### src/rtl/alu_ctrl_pkg.sv
// Shared decode constants, FSM encoding and the ALU-control decode helper
// for the ALU control unit with its iterative multiply/divide unit.
package alu_ctrl_pkg;

    localparam logic [3:0] SEL_AND  = 4'b0000;
    localparam logic [3:0] SEL_OR   = 4'b0001;
    localparam logic [3:0] SEL_ADD  = 4'b0010;
    localparam logic [3:0] SEL_SUB  = 4'b0110;
    localparam logic [3:0] SEL_SLT  = 4'b0111;
    localparam logic [3:0] SEL_SLTU = 4'b0101;
    localparam logic [3:0] SEL_XOR  = 4'b0011;
    localparam logic [3:0] SEL_NOR  = 4'b1100;
    localparam logic [3:0] SEL_SLL  = 4'b1000;
    localparam logic [3:0] SEL_SRL  = 4'b1001;
    localparam logic [3:0] SEL_SRA  = 4'b1010;

    localparam logic [1:0] HILO_ALU = 2'b00;
    localparam logic [1:0] HILO_HI  = 2'b01;
    localparam logic [1:0] HILO_LO  = 2'b10;

    localparam logic [1:0] AOP_ADD   = 2'b00;
    localparam logic [1:0] AOP_SUB   = 2'b01;
    localparam logic [1:0] AOP_RTYPE = 2'b10;
    localparam logic [1:0] AOP_ORI   = 2'b11;

    localparam logic [5:0] F_SLL   = 6'b000000;
    localparam logic [5:0] F_SRL   = 6'b000010;
    localparam logic [5:0] F_SRA   = 6'b000011;
    localparam logic [5:0] F_MFHI  = 6'b010000;
    localparam logic [5:0] F_MFLO  = 6'b010010;
    localparam logic [5:0] F_MULT  = 6'b011000;
    localparam logic [5:0] F_MULTU = 6'b011001;
    localparam logic [5:0] F_DIV   = 6'b011010;
    localparam logic [5:0] F_DIVU  = 6'b011011;
    localparam logic [5:0] F_ADD   = 6'b100000;
    localparam logic [5:0] F_ADDU  = 6'b100001;
    localparam logic [5:0] F_SUB   = 6'b100010;
    localparam logic [5:0] F_SUBU  = 6'b100011;
    localparam logic [5:0] F_AND   = 6'b100100;
    localparam logic [5:0] F_OR    = 6'b100101;
    localparam logic [5:0] F_XOR   = 6'b100110;
    localparam logic [5:0] F_NOR   = 6'b100111;
    localparam logic [5:0] F_SLT   = 6'b101010;
    localparam logic [5:0] F_SLTU  = 6'b101011;

    localparam logic [1:0] ST_IDLE  = 2'b00;
    localparam logic [1:0] ST_MUL   = 2'b01;
    localparam logic [1:0] ST_DIV   = 2'b10;
    localparam logic [1:0] ST_FIXUP = 2'b11;

    typedef struct packed {
        logic [3:0] sel;
        logic [1:0] hilo;
    } dec_t;

    // mult/multu/div/divu all share the 0110xx funct prefix
    function automatic logic is_md_func(input logic [5:0] f);
        return f[5:2] == 4'b0110;
    endfunction

    function automatic dec_t decode(input logic [1:0] alu_op, input logic [5:0] f);
        dec_t d;
        d.sel  = SEL_ADD;
        d.hilo = HILO_ALU;
        unique case (alu_op)
            AOP_ADD: d.sel = SEL_ADD;
            AOP_SUB: d.sel = SEL_SUB;
            AOP_ORI: d.sel = SEL_OR;
            default: begin
                unique case (f)
                    F_ADD, F_ADDU: d.sel = SEL_ADD;
                    F_SUB, F_SUBU: d.sel = SEL_SUB;
                    F_AND:   d.sel  = SEL_AND;
                    F_OR:    d.sel  = SEL_OR;
                    F_XOR:   d.sel  = SEL_XOR;
                    F_NOR:   d.sel  = SEL_NOR;
                    F_SLT:   d.sel  = SEL_SLT;
                    F_SLTU:  d.sel  = SEL_SLTU;
                    F_SLL:   d.sel  = SEL_SLL;
                    F_SRL:   d.sel  = SEL_SRL;
                    F_SRA:   d.sel  = SEL_SRA;
                    F_MFHI:  d.hilo = HILO_HI;
                    F_MFLO:  d.hilo = HILO_LO;
                    default: d.sel  = SEL_ADD;
                endcase
            end
        endcase
        return d;
    endfunction

endpackage

### src/rtl/md_iter.sv
// Iterative unsigned multiply/divide datapath: one shift-add or restoring
// subtract step per cycle on magnitudes held in the hi/lo working registers.
module md_iter #(
    parameter int WIDTH = 32
) (
    input  logic             clk,
    input  logic             rst_n,
    input  logic             load_i,
    input  logic             step_i,
    input  logic             is_div_i,
    input  logic [WIDTH-1:0] a_i,
    input  logic [WIDTH-1:0] b_i,
    output logic [WIDTH-1:0] hi_o,
    output logic [WIDTH-1:0] lo_o
);

    logic [WIDTH-1:0] hi_q, hi_d;
    logic [WIDTH-1:0] lo_q, lo_d;
    logic [WIDTH-1:0] b_q,  b_d;
    logic [WIDTH:0]   sum;
    logic [WIDTH:0]   shifted;
    logic [WIDTH:0]   diff;

    // Multiply: lo holds the multiplier, product shifts right through hi:lo.
    // Divide: lo holds the dividend, quotient bits shift in from the right.
    always_comb begin
        sum     = {1'b0, hi_q} + (lo_q[0] ? {1'b0, b_q} : '0);
        shifted = {hi_q, lo_q[WIDTH-1]};
        diff    = shifted - {1'b0, b_q};
        hi_d    = hi_q;
        lo_d    = lo_q;
        b_d     = b_q;
        if (load_i) begin
            hi_d = '0;
            lo_d = a_i;
            b_d  = b_i;
        end else if (step_i) begin
            if (is_div_i) begin
                if (shifted >= {1'b0, b_q}) begin
                    hi_d = diff[WIDTH-1:0];
                    lo_d = {lo_q[WIDTH-2:0], 1'b1};
                end else begin
                    hi_d = shifted[WIDTH-1:0];
                    lo_d = {lo_q[WIDTH-2:0], 1'b0};
                end
            end else begin
                hi_d = sum[WIDTH:1];
                lo_d = {sum[0], lo_q[WIDTH-1:1]};
            end
        end
    end

    always_ff @(posedge clk or negedge rst_n) begin
        if (!rst_n) begin
            hi_q <= '0;
            lo_q <= '0;
            b_q  <= '0;
        end else begin
            hi_q <= hi_d;
            lo_q <= lo_d;
            b_q  <= b_d;
        end
    end

    assign hi_o = hi_q;
    assign lo_o = lo_q;

endmodule

### src/rtl/alu_control_mdu.sv
// ALU control decode plus multi-cycle multiply/divide sequencer owning the
// architectural HI/LO registers and the pipeline stall for HI/LO hazards.
module alu_control_mdu
    import alu_ctrl_pkg::*;
#(
    parameter int WIDTH = 32,
    parameter int SELW  = 4
) (
    input  logic             clk,
    input  logic             rst_n,
    input  logic [1:0]       alu_op,
    input  logic [5:0]       func,
    input  logic             valid,
    input  logic [WIDTH-1:0] rs_val,
    input  logic [WIDTH-1:0] rt_val,
    output logic [SELW-1:0]  alu_sel,
    output logic [1:0]       hilo_sel,
    output logic             stall,
    output logic             md_busy,
    output logic             md_done,
    output logic [WIDTH-1:0] hi,
    output logic [WIDTH-1:0] lo
);

    localparam int CNTW = $clog2(WIDTH);
    localparam logic [CNTW-1:0] LAST_STEP = CNTW'(WIDTH - 1);

    logic [1:0]         state_q, state_d;
    logic [CNTW-1:0]    cnt_q, cnt_d;
    logic               op_div_q, op_div_d;
    logic               neg_q, neg_d;
    logic               rem_neg_q, rem_neg_d;
    logic               div_zero_q, div_zero_d;
    logic               done_q, done_d;
    logic [WIDTH-1:0]   hi_q, hi_d;
    logic [WIDTH-1:0]   lo_q, lo_d;

    dec_t               dec;
    logic               md_req, hilo_req, accept;
    logic               op_signed, rs_neg, rt_neg;
    logic [WIDTH-1:0]   a_mag, b_mag;
    logic [WIDTH-1:0]   it_hi, it_lo;
    logic [2*WIDTH-1:0] prod, prod_fix;
    logic [WIDTH-1:0]   quo_fix, rem_fix;

    assign dec      = decode(alu_op, func);
    assign alu_sel  = SELW'(dec.sel);
    assign hilo_sel = dec.hilo;

    assign md_req   = valid && (alu_op == AOP_RTYPE) && is_md_func(func);
    assign hilo_req = valid && (alu_op == AOP_RTYPE) && (func == F_MFHI || func == F_MFLO);
    assign accept   = md_req && (state_q == ST_IDLE);
    assign stall    = (md_req || hilo_req) && (state_q != ST_IDLE);
    assign md_busy  = state_q != ST_IDLE;
    assign md_done  = done_q;
    assign hi       = hi_q;
    assign lo       = lo_q;

    // funct bit 0 distinguishes unsigned variants, bit 1 divide from multiply
    assign op_signed = ~func[0];
    assign rs_neg    = op_signed & rs_val[WIDTH-1];
    assign rt_neg    = op_signed & rt_val[WIDTH-1];
    assign a_mag     = rs_neg ? -rs_val : rs_val;
    assign b_mag     = rt_neg ? -rt_val : rt_val;

    md_iter #(.WIDTH(WIDTH)) u_iter (
        .clk      (clk),
        .rst_n    (rst_n),
        .load_i   (accept),
        .step_i   ((state_q == ST_MUL) || (state_q == ST_DIV)),
        .is_div_i (state_q == ST_DIV),
        .a_i      (a_mag),
        .b_i      (b_mag),
        .hi_o     (it_hi),
        .lo_o     (it_lo)
    );

    // Zero divisor leaves remainder = |dividend|, so sign restore yields the dividend
    assign prod     = {it_hi, it_lo};
    assign prod_fix = neg_q ? -prod : prod;
    assign quo_fix  = div_zero_q ? '1 : (neg_q ? -it_lo : it_lo);
    assign rem_fix  = rem_neg_q ? -it_hi : it_hi;

    always_comb begin
        state_d    = state_q;
        cnt_d      = cnt_q;
        op_div_d   = op_div_q;
        neg_d      = neg_q;
        rem_neg_d  = rem_neg_q;
        div_zero_d = div_zero_q;
        hi_d       = hi_q;
        lo_d       = lo_q;
        done_d     = 1'b0;
        case (state_q)
            ST_IDLE: begin
                if (accept) begin
                    state_d    = func[1] ? ST_DIV : ST_MUL;
                    cnt_d      = '0;
                    op_div_d   = func[1];
                    neg_d      = rs_neg ^ rt_neg;
                    rem_neg_d  = rs_neg;
                    div_zero_d = (rt_val == '0);
                end
            end
            ST_MUL, ST_DIV: begin
                cnt_d = cnt_q + 1'b1;
                if (cnt_q == LAST_STEP) begin
                    state_d = ST_FIXUP;
                end
            end
            ST_FIXUP: begin
                state_d = ST_IDLE;
                done_d  = 1'b1;
                if (op_div_q) begin
                    hi_d = rem_fix;
                    lo_d = quo_fix;
                end else begin
                    hi_d = prod_fix[2*WIDTH-1:WIDTH];
                    lo_d = prod_fix[WIDTH-1:0];
                end
            end
            default: state_d = ST_IDLE;
        endcase
    end

    always_ff @(posedge clk or negedge rst_n) begin
        if (!rst_n) begin
            state_q    <= ST_IDLE;
            cnt_q      <= '0;
            op_div_q   <= 1'b0;
            neg_q      <= 1'b0;
            rem_neg_q  <= 1'b0;
            div_zero_q <= 1'b0;
            done_q     <= 1'b0;
            hi_q       <= '0;
            lo_q       <= '0;
        end else begin
            state_q    <= state_d;
            cnt_q      <= cnt_d;
            op_div_q   <= op_div_d;
            neg_q      <= neg_d;
            rem_neg_q  <= rem_neg_d;
            div_zero_q <= div_zero_d;
            done_q     <= done_d;
            hi_q       <= hi_d;
            lo_q       <= lo_d;
        end
    end

endmodule

### config.mk
export PLATFORM = sky130hd
export DESIGN_NAME = alu_control_mdu
export DESIGN_NICKNAME = d
export VERILOG_FILES = /design/src/rtl/alu_ctrl_pkg.sv /design/src/rtl/md_iter.sv /design/src/rtl/alu_control_mdu.sv
export SDC_FILE = /design/constraint.sdc
export NUM_CORES = 1
export LEC_CHECK = 0
export BUFFER_PORTS_ARGS = -buffer_cell sky130_fd_sc_hd__buf_2
export CAP_MARGIN = 10
export CORE_MARGIN = 2
export CORE_UTILIZATION = 50
export DETAILED_ROUTE_END_ITERATION = 8
export PLACE_DENSITY = 0.71
export SLEW_MARGIN = 20
export SYNTH_ARGS = -nofsm -noshare
export SYNTH_HDL_FRONTEND = slang
export SYNTH_SLANG_ARGS = --single-unit
### constraint.sdc
create_clock -name clk -period 12.3 [get_ports clk]
set_clock_uncertainty 0.15 [all_clocks]
set_input_delay 0.615 -clock clk [delete_from_list [all_inputs] [get_ports clk]]
set_output_delay 0.615 -clock clk [all_outputs]
set_load 0.005 [all_outputs]
==> results of run 1 <==
==> path summary, 6_finish.rpt <==
check | start | to | cells after the start
min | rst_n | u_iter.b_q[19]$_DFFE_PN0P_ | 1
max | u_iter.hi_o[0]$_DFFE_PN0P_ | u_iter.hi_o[9]$_DFFE_PN0P_ | 12
max reg2reg | u_iter.hi_o[0]$_DFFE_PN0P_ | u_iter.hi_o[9]$_DFFE_PN0P_ | 12
min in group clk | rt_val[31] | u_iter.b_q[31]$_DFFE_PN0P_ | 3
max in group asynchronous | rst_n | lo[23]$_DFFE_PN0P_ | 2
min reg2reg | u_iter.b_q[9]$_DFFE_PN0P_ | u_iter.b_q[9]$_DFFE_PN0P_ | 2
==> worst register-to-register path: cells and delay by family (launching register included) <==
family	cells	cell delay (ns)
buffers and inverters	1	0.38
AND/OR/NAND/NOR	2	0.41
AO/OA/AOI/OAI	7	1.98
flip-flops	1	0.50
adder cells (fa/ha/maj)	1	0.35
multiplexers	1	0.36
==> sequential cells by signal, indices dropped and copies added, names as in the netlist, 2 cells and up <==
register,flops
u_iter.hi_o,32
lo,32
hi,32
u_iter.lo_o,32
cnt_q,5
state_q,2
u_iter.b_q,32
==> layout by cell type, fill, tap and decap left out, types with 12 or more instances in the layout <==
master,netlist,final
a21o_1,24,24
a21oi_1,166,166
a22oi_1,12,12
a31oi_1,18,18
buf_2,2,146
buf_4,0,12
clkbuf_16,0,17
dfrtp_1,172,172
ha_1,74,71
inv_1,72,72
mux2_2,23,23
mux2i_1,49,49
nand2_1,165,164
nand2b_1,17,17
nand3_1,21,21
nand4_1,12,12
nor2_1,171,170
nor3_1,38,38
nor4_1,16,16
o211ai_1,38,38
o21ai_0,164,164
o31ai_1,28,28
xnor2_1,82,82
xor2_1,95,95
==> metrics by stage <==
| stage | util | setup WS [ns] | total power (W) | hold WS (ns) | cells |
|---|---|---|---|---|---|
| 6_report | 0.562 | 8.04 | 0.00421 | 0.0999 | 2198 |
| 5_1_grt | 0.562 | 7.66 | 0.00454 | 0.215 | 2197 |
| 4_1_cts | 0.562 | 8.06 | 0.00417 | 0.169 | 2197 |
| 3_5_place_dp | 0.540 | 8.07 | 0.00359 | 0.322 | 2165 |
| 3_3_place_gp | 0.540 | 8.19 | 0.00354 | 0.314 | 2165 |
| 2_1_floorplan | - | 8.22 | 0.00288 | 0.169 | 1720 |
==> cell families (layout without fill, tap and decap cells) <==
logic type | after synthesis | in the layout | synth area share
compound gates | 551 | 551 | 0.243
xor+xnor | 177 | 177 | 0.111
fa+ha+maj | 76 | 76 | 0.0694
buf+inv | 164 | 263 | 0.0444
flops | 172 | 172 | 0.309
mux | 72 | 72 | 0.0539
other cells | 0 | 1 | 0
simple gates | 508 | 508 | 0.168
==> area by class of cell <==
| type | instances | area [um2] | share of cell area |
|---|---|---|---|
| diodes | 1 | 2.50 | 0.000162 |
| clock buffers | 18 | 439 | 0.0284 |
| clock inverters | 14 | 151 | 0.00978 |
| inverters | 72 | 270 | 0.0175 |
| multi-input cells | 1384 | 9010 | 0.582 |
| flip-flops and latches | 172 | 4300 | 0.278 |
| well taps | 378 | 473 | 0.0305 |
| repair buffers | 159 | 832 | 0.0537 |
==> metal layers <==
layer / share of wire / track usage / vias to the layer above
li1: - / - / 6359
met3: 0.071 / 0.0581 / 81
met1: 0.43 / 0.378 / 6306
met2: 0.46 / 0.456 / 489
met5: 0.00034 / 0 / -
met4: 0.034 / 0.116 / 2
==> power groups by stage <==
| stage | sequential [W] | clock (W) | combinational, W |
|---|---|---|---|
| after floorplan | 0.000975 | 0 | 0.00190 |
| after global placement | 0.00108 | 0 | 0.00246 |
| after detailed placement | 0.00109 | 0 | 0.00251 |
| after CTS | 0.00108 | 0.000570 | 0.00252 |
| after global routing | 0.00111 | 0.000593 | 0.00284 |
| final | 0.00108 | 0.000565 | 0.00256 |
==> flow_metrics.env, run 1 <==
export IMPL_rrSetupSlack_ns=8.04
export IMPL_clk_latency_ns=0.45
export IMPL_ys_seq_area_frac=0.309
export IMPL_yosysWarnings=0
export IMPL_switching_share=0.496
export IMPL_drc=0
export IMPL_syn_inst=1720
export IMPL_async_flop_share=1.00
export IMPL_cp_end_kind="flip-flop"
export IMPL_cts_resized=0
export IMPL_layout_drive_gt1_share=0.134
export IMPL_intPower_w=0.00212
export IMPL_numCtsBuffers=17
export IMPL_synth_distinct_cells=68
export IMPL_avgSynthCellArea_um2=8.09
export IMPL_finalInstanceArea_um2=15500
export IMPL_wirelength_mm=41.3
export IMPL_grt_antenna_before_repair=2
export IMPL_synth_edff_count=0
export IMPL_worst_path_max_delay_cell="dfrtp_1"
export IMPL_cts_tree="yes"
export IMPL_htreeDepth=4
export IMPL_cts_hold_buf=0
export IMPL_path_clk_slew_ns=0.08
export IMPL_io_pins=148
export IMPL_slew_violations=0
export IMPL_grt_overflow=0
export IMPL_total_leakage_power_nw=6.60
export IMPL_cts_buffer_depth=2
export IMPL_first_iter_violations=1076
export IMPL_area_delta_synth_final_pct=11.3
export IMPL_worst_pin_slew_ns=1.14
export IMPL_ys_top_cells_by_count="dfrtp_1, nor2_1, a21oi_1"
export IMPL_status="finished clean"
export IMPL_io_buffers=147
export IMPL_yosysMostFrequentCell="dfrtp_1"
export IMPL_fill_cells=2564
export IMPL_rsz0062_at_grt="no"
export IMPL_slew_headroom=0.239
export IMPL_crit_path_cell_trace="ha_1 -> nor2b_1 -> o31a_1 -> o41a_1 -> a211oi_1 -> o21ai_0 -> a21oi_1 -> nand2_1 -> buf_4 -> mux2_2 -> a21oi_1 -> a21oi_1"
export IMPL_critPathKind="flip-flop to flip-flop"
export IMPL_vdd_drop_max_uv=192
export IMPL_vias=13200
export IMPL_worst_setup_path_start_kind="flip-flop"
export IMPL_grt_max_degree=100
export IMPL_die_h_um=171
export IMPL_power_frac_clock=0.134
export IMPL_hold_viol=0
export IMPL_vias_per_cell=6.02
export IMPL_grt_pass1_vias=12500
export IMPL_synth_nets=1871
export IMPL_dieWidth_um=171
export IMPL_synth_largest_area_cell="dfrtp_1"
export IMPL_grtUsageTotal=0.285
export IMPL_cts_root_buf="clkbuf_16"
export IMPL_max_freq_mhz=235
export IMPL_pwr_share_seq=0.257
export IMPL_path_common_cell="a21oi_1"
export IMPL_initial_core_util=0.505
export IMPL_comb_power_share=0.609
export IMPL_power_density_nw_per_um2=272
export IMPL_cp_max_fo=33
export IMPL_synthTopCellsByArea="dfrtp_1, ha_1, xor2_1"
export IMPL_slowest_delay_ns=0.50
export IMPL_crit_family="compound AO/OA/AOI/OAI gates"
export IMPL_synth_area_um2=13900
export IMPL_required_ns=12.45
export IMPL_layout_nets=1957
export IMPL_core_um2=27600
export IMPL_period_minus_slack_ns=4.26
export IMPL_grt_pass1_wl_mm=65.8
export IMPL_cts_sinks=172
export IMPL_cp_data_arrival_time_ns=4.41
export IMPL_ys_ff_latch=172
export IMPL_gp_congestion=0.947
export IMPL_path_buf_inv=1
export IMPL_wl_per_cell_um=18.8
export IMPL_switching_power_w=0.00209
export IMPL_drv_cap=0
export IMPL_cts_setup_buffers=0
export IMPL_dieArea_um2=29200
export IMPL_ys_flop_type="dfrtp_1"
export IMPL_first_pass_iters=7
export IMPL_min_path_type="primary input to async pin"
export IMPL_setup_viol=0
export IMPL_hpwl_mm=30.5
export IMPL_post_route_period_util=0.346
export IMPL_final_antenna_net_count=0
export IMPL_rows=61
export IMPL_setup_tns_ns=0
export IMPL_dpl_cell_area_um2=14900
export IMPL_yosysTopAreaCellShare=0.309
Note: power is estimated with default switching activity, not from simulation.
==> run 2: changes to the inputs <==
==> constraint.sdc (replaced) <==
create_clock -name clk -period 4.2 [get_ports clk]
set_clock_uncertainty 0.15 [all_clocks]
set_input_delay 0.21 -clock clk [delete_from_list [all_inputs] [get_ports clk]]
set_output_delay 0.21 -clock clk [all_outputs]
set_load 0.005 [all_outputs]
==> run 2 against run 1 <==
  * Utilization increased by 3.0 points
  * Non-clock buffer count up 86
  * First-iteration DRC count up 11%
  * Wire length grew 4.1%
  * Die area unchanged
==> flow_metrics.env, run 2 (synthesis results as in run 1) <==
export IMPL_rrSetupSlack_ns=0.21
export IMPL_first_pass_iters=7
export IMPL_total_leakage_power_nw=6.99
export IMPL_max_freq_mhz=250
export IMPL_final_antenna_net_count=0
export IMPL_slew_violations=0
export IMPL_grt_pass1_wl_mm=67.9
export IMPL_hpwl_mm=30.9
export IMPL_cp_data_arrival_time_ns=4.18
export IMPL_numCtsBuffers=17
export IMPL_cts_tree="yes"
export IMPL_vias_per_cell=5.98
export IMPL_power_density_nw_per_um2=772
export IMPL_fin_util=0.592
export IMPL_grt_antenna_before_repair=1
export IMPL_final_common_cell="dfrtp_1"
export IMPL_grt_overflow=0
export IMPL_grt_pass1_vias=12900
export IMPL_wl_met1_mm=18.3
export IMPL_cts_buffer_depth=2
export IMPL_vias=13700
export IMPL_cts_sinks=172
export IMPL_required_ns=4.39
export IMPL_cts_root_buf="clkbuf_16"
export IMPL_rows=61
export IMPL_critPathKind="flip-flop to flip-flop"
export IMPL_path_clk_slew_ns=0.07
export IMPL_slew_headroom=0.399
export IMPL_worst_setup_path_start_kind="flip-flop"
export IMPL_setup_tns_ns=0
export IMPL_cp_end_kind="flip-flop"
export IMPL_wl_per_cell_um=18.8
export IMPL_gp_congestion=0.945
export IMPL_layout_nets=2043
export IMPL_clk_latency_ns=0.45
export IMPL_grt_max_degree=89
export IMPL_area_delta_synth_final_pct=17.2
export IMPL_cp_max_fo=10
export IMPL_post_route_period_util=0.951
export IMPL_hold_viol=0
export IMPL_initial_core_util=0.505
export IMPL_fin_hold_ws_ns=0.00867
export IMPL_vdd_drop_max_uv=506
export IMPL_final_cell_mix="dfrtp_1, nor2_1, a21oi_1"
export IMPL_htreeDepth=4
export IMPL_dieArea_um2=29200
export IMPL_worst_pin_slew_ns=0.893
export IMPL_status="finished clean"
export IMPL_drc=0
export IMPL_io_pins=148
export IMPL_wl_met2_mm=20.1
export IMPL_total_power_w=0.0126
export IMPL_dr_wl_met3_mm=2.82
export IMPL_rsz0062_at_grt="no"
export IMPL_cts_setup_buffers=0
export IMPL_wirelength_mm=43.0
export IMPL_setup_viol=0
export IMPL_layout_drive_gt1_share=0.143
export IMPL_drv_cap=0
export IMPL_grtUsageTotal=0.294
export IMPL_min_path_type="primary input to flip-flop"
export IMPL_core_um2=27600
export IMPL_dieWidth_um=171
export IMPL_period_minus_slack_ns=3.99
export IMPL_die_h_um=171
export IMPL_io_buffers=147
export IMPL_first_iter_violations=1191
export IMPL_highest_layer="met4"
run 2: cell types whose count changed in the layout (fill, tap and decap cells not counted), moves of 2 or more:
cell | before | now
dlygate4sd3_1 | 0 | 57
buf_4 | 12 | 38
buf_12 | 0 | 3
inv_8 | 4 | 1
clkinv_4 | 0 | 2
run 2: final cells by class:
class	instances	area (um2)
clock buffer	19	453
tap	378	473
multi-input combinational	1384	9030
fill	2452	11300
sequential	172	4300
inverter	72	270
timing repair buffer	245	1660
clock inverter	11	111
antenna	1	2.50
run 2: critical path, stage by stage, from the launching register on:
cell and delay [ns]:
dfrtp_1 0.38, inv_1 0.07, ha_1 0.16, or3b_1 0.40, or4_1 0.46, nand2b_1 0.24, or4_4 0.56, or4_4 0.55
o21ai_4 0.31, o21ai_0 0.16, xor2_1 0.17, mux2_2 0.27
run 2: layer usage:
metal,vias to the layer above,GRT usage
li1,6509,-
met1,6491,0.387
met2,547,0.472
met3,108,0.0477
met4,0,0.140
met5,-,0
run 2: path summary, 6_finish.rpt:
kind                                            start                          end  cells past startpoint
max                        u_iter.lo_o[0]$_DFFE_PN0P_           hi[10]$_DFFE_PN0P_                     11
min                                        rt_val[23]   u_iter.b_q[23]$_DFFE_PN0P_                      3
max reg2reg                u_iter.lo_o[0]$_DFFE_PN0P_           hi[10]$_DFFE_PN0P_                     11
min reg2reg                u_iter.b_q[25]$_DFFE_PN0P_   u_iter.b_q[25]$_DFFE_PN0P_                      2
max in group asynchronous                       rst_n   u_iter.b_q[29]$_DFFE_PN0P_                      3
min in group asynchronous                       rst_n  u_iter.hi_o[17]$_DFFE_PN0P_                      2
run 2: report_power, final:
group / internal [W] / switching (W)
registers: 0.00231 / 0.000699
clock network: 0.000853 / 0.000741
logic: 0.00327 / 0.00471
run 2: timing repair:
item	CTS	global route
endpoints found under the hold margin	143	0
endpoints found under the setup margin	0	3
hold buffers	57	0
resized for setup	0	2
run 2: metrics by stage:
stage	cell area, um2	worst slack [ns]	cells
4_1_cts	16300	0.203	2281
3_5_place_dp	15100	0.221	2194
5_1_grt	16300	0.00832	2282
6_report	16300	0.205	2282
3_3_place_gp	15100	0.252	2194
2_1_floorplan	13900	0.115	1720
==> run 3: changes to the inputs <==
--- a/config.mk
+++ b/config.mk
@@ -5,7 +5,7 @@
 export SDC_FILE = /design/constraint.sdc
 export NUM_CORES = 1
 export LEC_CHECK = 0
-export BUFFER_PORTS_ARGS = -buffer_cell sky130_fd_sc_hd__buf_2
+export BUFFER_PORTS_ARGS = -buffer_cell sky130_fd_sc_hd__buf_4
 export CAP_MARGIN = 10
 export CORE_MARGIN = 2
 export CORE_UTILIZATION = 50
==> constraint.sdc (replaced) <==
create_clock -name clk -period 3.9 [get_ports clk]
set_clock_uncertainty 0.15 [all_clocks]
set_input_delay 0.195 -clock clk [delete_from_list [all_inputs] [get_ports clk]]
set_output_delay 0.195 -clock clk [all_outputs]
set_load 0.005 [all_outputs]
==> run 3 against run 2 <==
  * Global-route usage is 0.97 points higher
  * Critical path type unchanged
  * Clock power is 19% higher
  * Count of clock-buffer cells in the layout is 2 lower
  * Maximum frequency is 4.6% higher
  * Critical path depth is 1 higher
==> flow_metrics.env, run 3 (synthesis results as in run 1) <==
export IMPL_status="finished clean"
export IMPL_vias_per_cell=6.02
export IMPL_io_buffers=147
export IMPL_drv_cap=0
export IMPL_cts_root_buf="clkbuf_16"
export IMPL_slew_violations=0
export IMPL_first_pass_iters=6
export IMPL_final_cell_mix="buf_4, dfrtp_1, nor2_1"
export IMPL_finalInstanceArea_um2=17200
export IMPL_numCtsBuffers=17
export IMPL_pwr_share_seq=0.222
export IMPL_grt_max_degree=107
export IMPL_setup_tns_ns=0
export IMPL_post_route_period_util=0.979
export IMPL_path_clk_slew_ns=0.07
export IMPL_dieArea_um2=29200
export IMPL_clk_latency_ns=0.45
export IMPL_highest_layer="met4"
export IMPL_dieWidth_um=171
export IMPL_period_minus_slack_ns=3.82
export IMPL_grt_pass1_wl_mm=69.5
export IMPL_hold_viol=0
export IMPL_grt_overflow=0
export IMPL_worst_pin_slew_ns=0.974
export IMPL_switching_power_w=0.00688
export IMPL_htreeDepth=4
export IMPL_grtUsageTotal=0.303
export IMPL_dpl_cell_area_um2=15700
export IMPL_first_iter_violations=1267
export IMPL_reg2reg_depth=12
export IMPL_cts_buffer_depth=2
export IMPL_layout_drive_gt1_share=0.163
export IMPL_cp_end_kind="flip-flop"
export IMPL_wl_met1_mm=18.9
export IMPL_cp_max_fo=5
export IMPL_switching_share=0.483
export IMPL_wirelength_mm=44.5
export IMPL_initial_core_util=0.505
export IMPL_die_h_um=171
export IMPL_setup_viol=0
export IMPL_layout_nets=2086
export IMPL_power_density_nw_per_um2=831
export IMPL_slew_headroom=0.351
export IMPL_hpwl_mm=32.3
export IMPL_required_ns=4.07
export IMPL_critPathKind="flip-flop to flip-flop"
export IMPL_wl_per_cell_um=19.1
export IMPL_wl_met2_mm=21.1
export IMPL_io_pins=148
export IMPL_worst_setup_path_start_kind="flip-flop"
export IMPL_grt_antenna_before_repair=0
export IMPL_core_um2=27600
export IMPL_dr_wl_met3_mm=2.98
export IMPL_max_freq_mhz=262
export IMPL_power_frac_clock=0.133
export IMPL_total_leakage_power_nw=7.36
export IMPL_grt_pass1_vias=13200
export IMPL_comb_power_share=0.645
export IMPL_final_common_cell="buf_4"
export IMPL_hold_depth=4
export IMPL_area_delta_synth_final_pct=23.3
export IMPL_gp_congestion=0.954
export IMPL_vias=14000
export IMPL_cts_tree="yes"
export IMPL_drc=0
export IMPL_vdd_drop_max_uv=754
export IMPL_fin_ws_ns=0.0805
export IMPL_final_antenna_net_count=0
export IMPL_cts_sinks=172
export IMPL_cp_data_arrival_time_ns=3.99
export IMPL_rows=61
export IMPL_min_path_type="primary input to flip-flop"
export IMPL_intPower_w=0.00736
export IMPL_place_ws_ns=-0.0302
-- run 3: changes by cell type in the layout (fill, tap and decap cells not counted), moves of 4 or more --
cell	change
o21ai_1	+4
o21ai_0	-4
clkinv_8	+6
buf_4	+180
buf_2	-145
dlygate4sd3_1	+9
-- run 3: through the flow --
step	cells	utilization	hold WS [ns]	power (W)
floorplan	1720	-	-0.251	0.00909
detailed placement	2225	0.571	0.274	0.0121
finish	2327	0.622	0.0281	0.0142
CTS	2323	0.619	0.00754	0.0141
global route	2326	0.622	0.0946	0.0152
global placement	2225	0.571	0.270	0.0119
-- run 3: power by group through the flow --
stage	registers, W	logic [W]	clock network [W]
final	0.00317	0.00919	0.00189
after detailed placement	0.00319	0.00888	0
after CTS	0.00316	0.00900	0.00191
after global routing	0.00325	0.00999	0.00198
after global placement	0.00317	0.00873	0
after floorplan	0.00307	0.00601	0
-- run 3: what timing repair did --
item / 4_1_cts / 5_1_grt
resized for setup: 2 / 17
hold buffers: 66 / 0
buffers inserted: 0 / 3
pin swaps: 0 / 4
endpoints found under the setup margin: 2 / 24
hold endpoints to repair: 168 / 0
-- run 3: layer usage --
| layer | vias to the layer above | GRT usage |
|---|---|---|
| met1 | 6718 | 0.401 |
| met3 | 113 | 0.0456 |
| met4 | 0 | 0.110 |
| met5 | - | 0 |
| met2 | 577 | 0.505 |
| li1 | 6608 | - |
-- run 3: final timing paths --
| path | endpoint | startpoint | slack (ns) |
|---|---|---|---|
| setup / recovery | hi[20]$_DFFE_PN0P_ | u_iter.lo_o[1]$_DFFE_PN0P_ | 0.08 |
| max in group asynchronous | lo[22]$_DFFE_PN0P_ | rst_n | 2.36 |
| hold / removal | u_iter.lo_o[5]$_DFFE_PN0P_ | rs_val[1] | 0.03 |
| min in group asynchronous | u_iter.hi_o[20]$_DFFE_PN0P_ | rst_n | 0.25 |
| hold reg to reg | u_iter.b_q[23]$_DFFE_PN0P_ | u_iter.b_q[23]$_DFFE_PN0P_ | 0.34 |
| setup reg to reg | hi[20]$_DFFE_PN0P_ | u_iter.lo_o[1]$_DFFE_PN0P_ | 0.08 |
-- run 3: final cells by class --
type	instances	area [um2]
fillers	2359	10400
multi-input cells	1384	9090
flip-flops and latches	172	4300
repair buffers	288	2360
well taps	378	473
clock buffers	17	425
inverters	72	270
clock inverters	15	224
diodes	1	2.50
-- run 3: worst max-delay path, cell delays in order, from the launching register on --
cell      delay, ns
dfrtp_1        0.39
inv_1          0.07
ha_1           0.16
or3b_1         0.38
or4_4          0.45
nand2b_4       0.18
or4_4          0.51
or4_4          0.54
o21ai_4        0.17
buf_2          0.20
o21ai_1        0.10
xor2_1         0.15
mux2_2         0.27
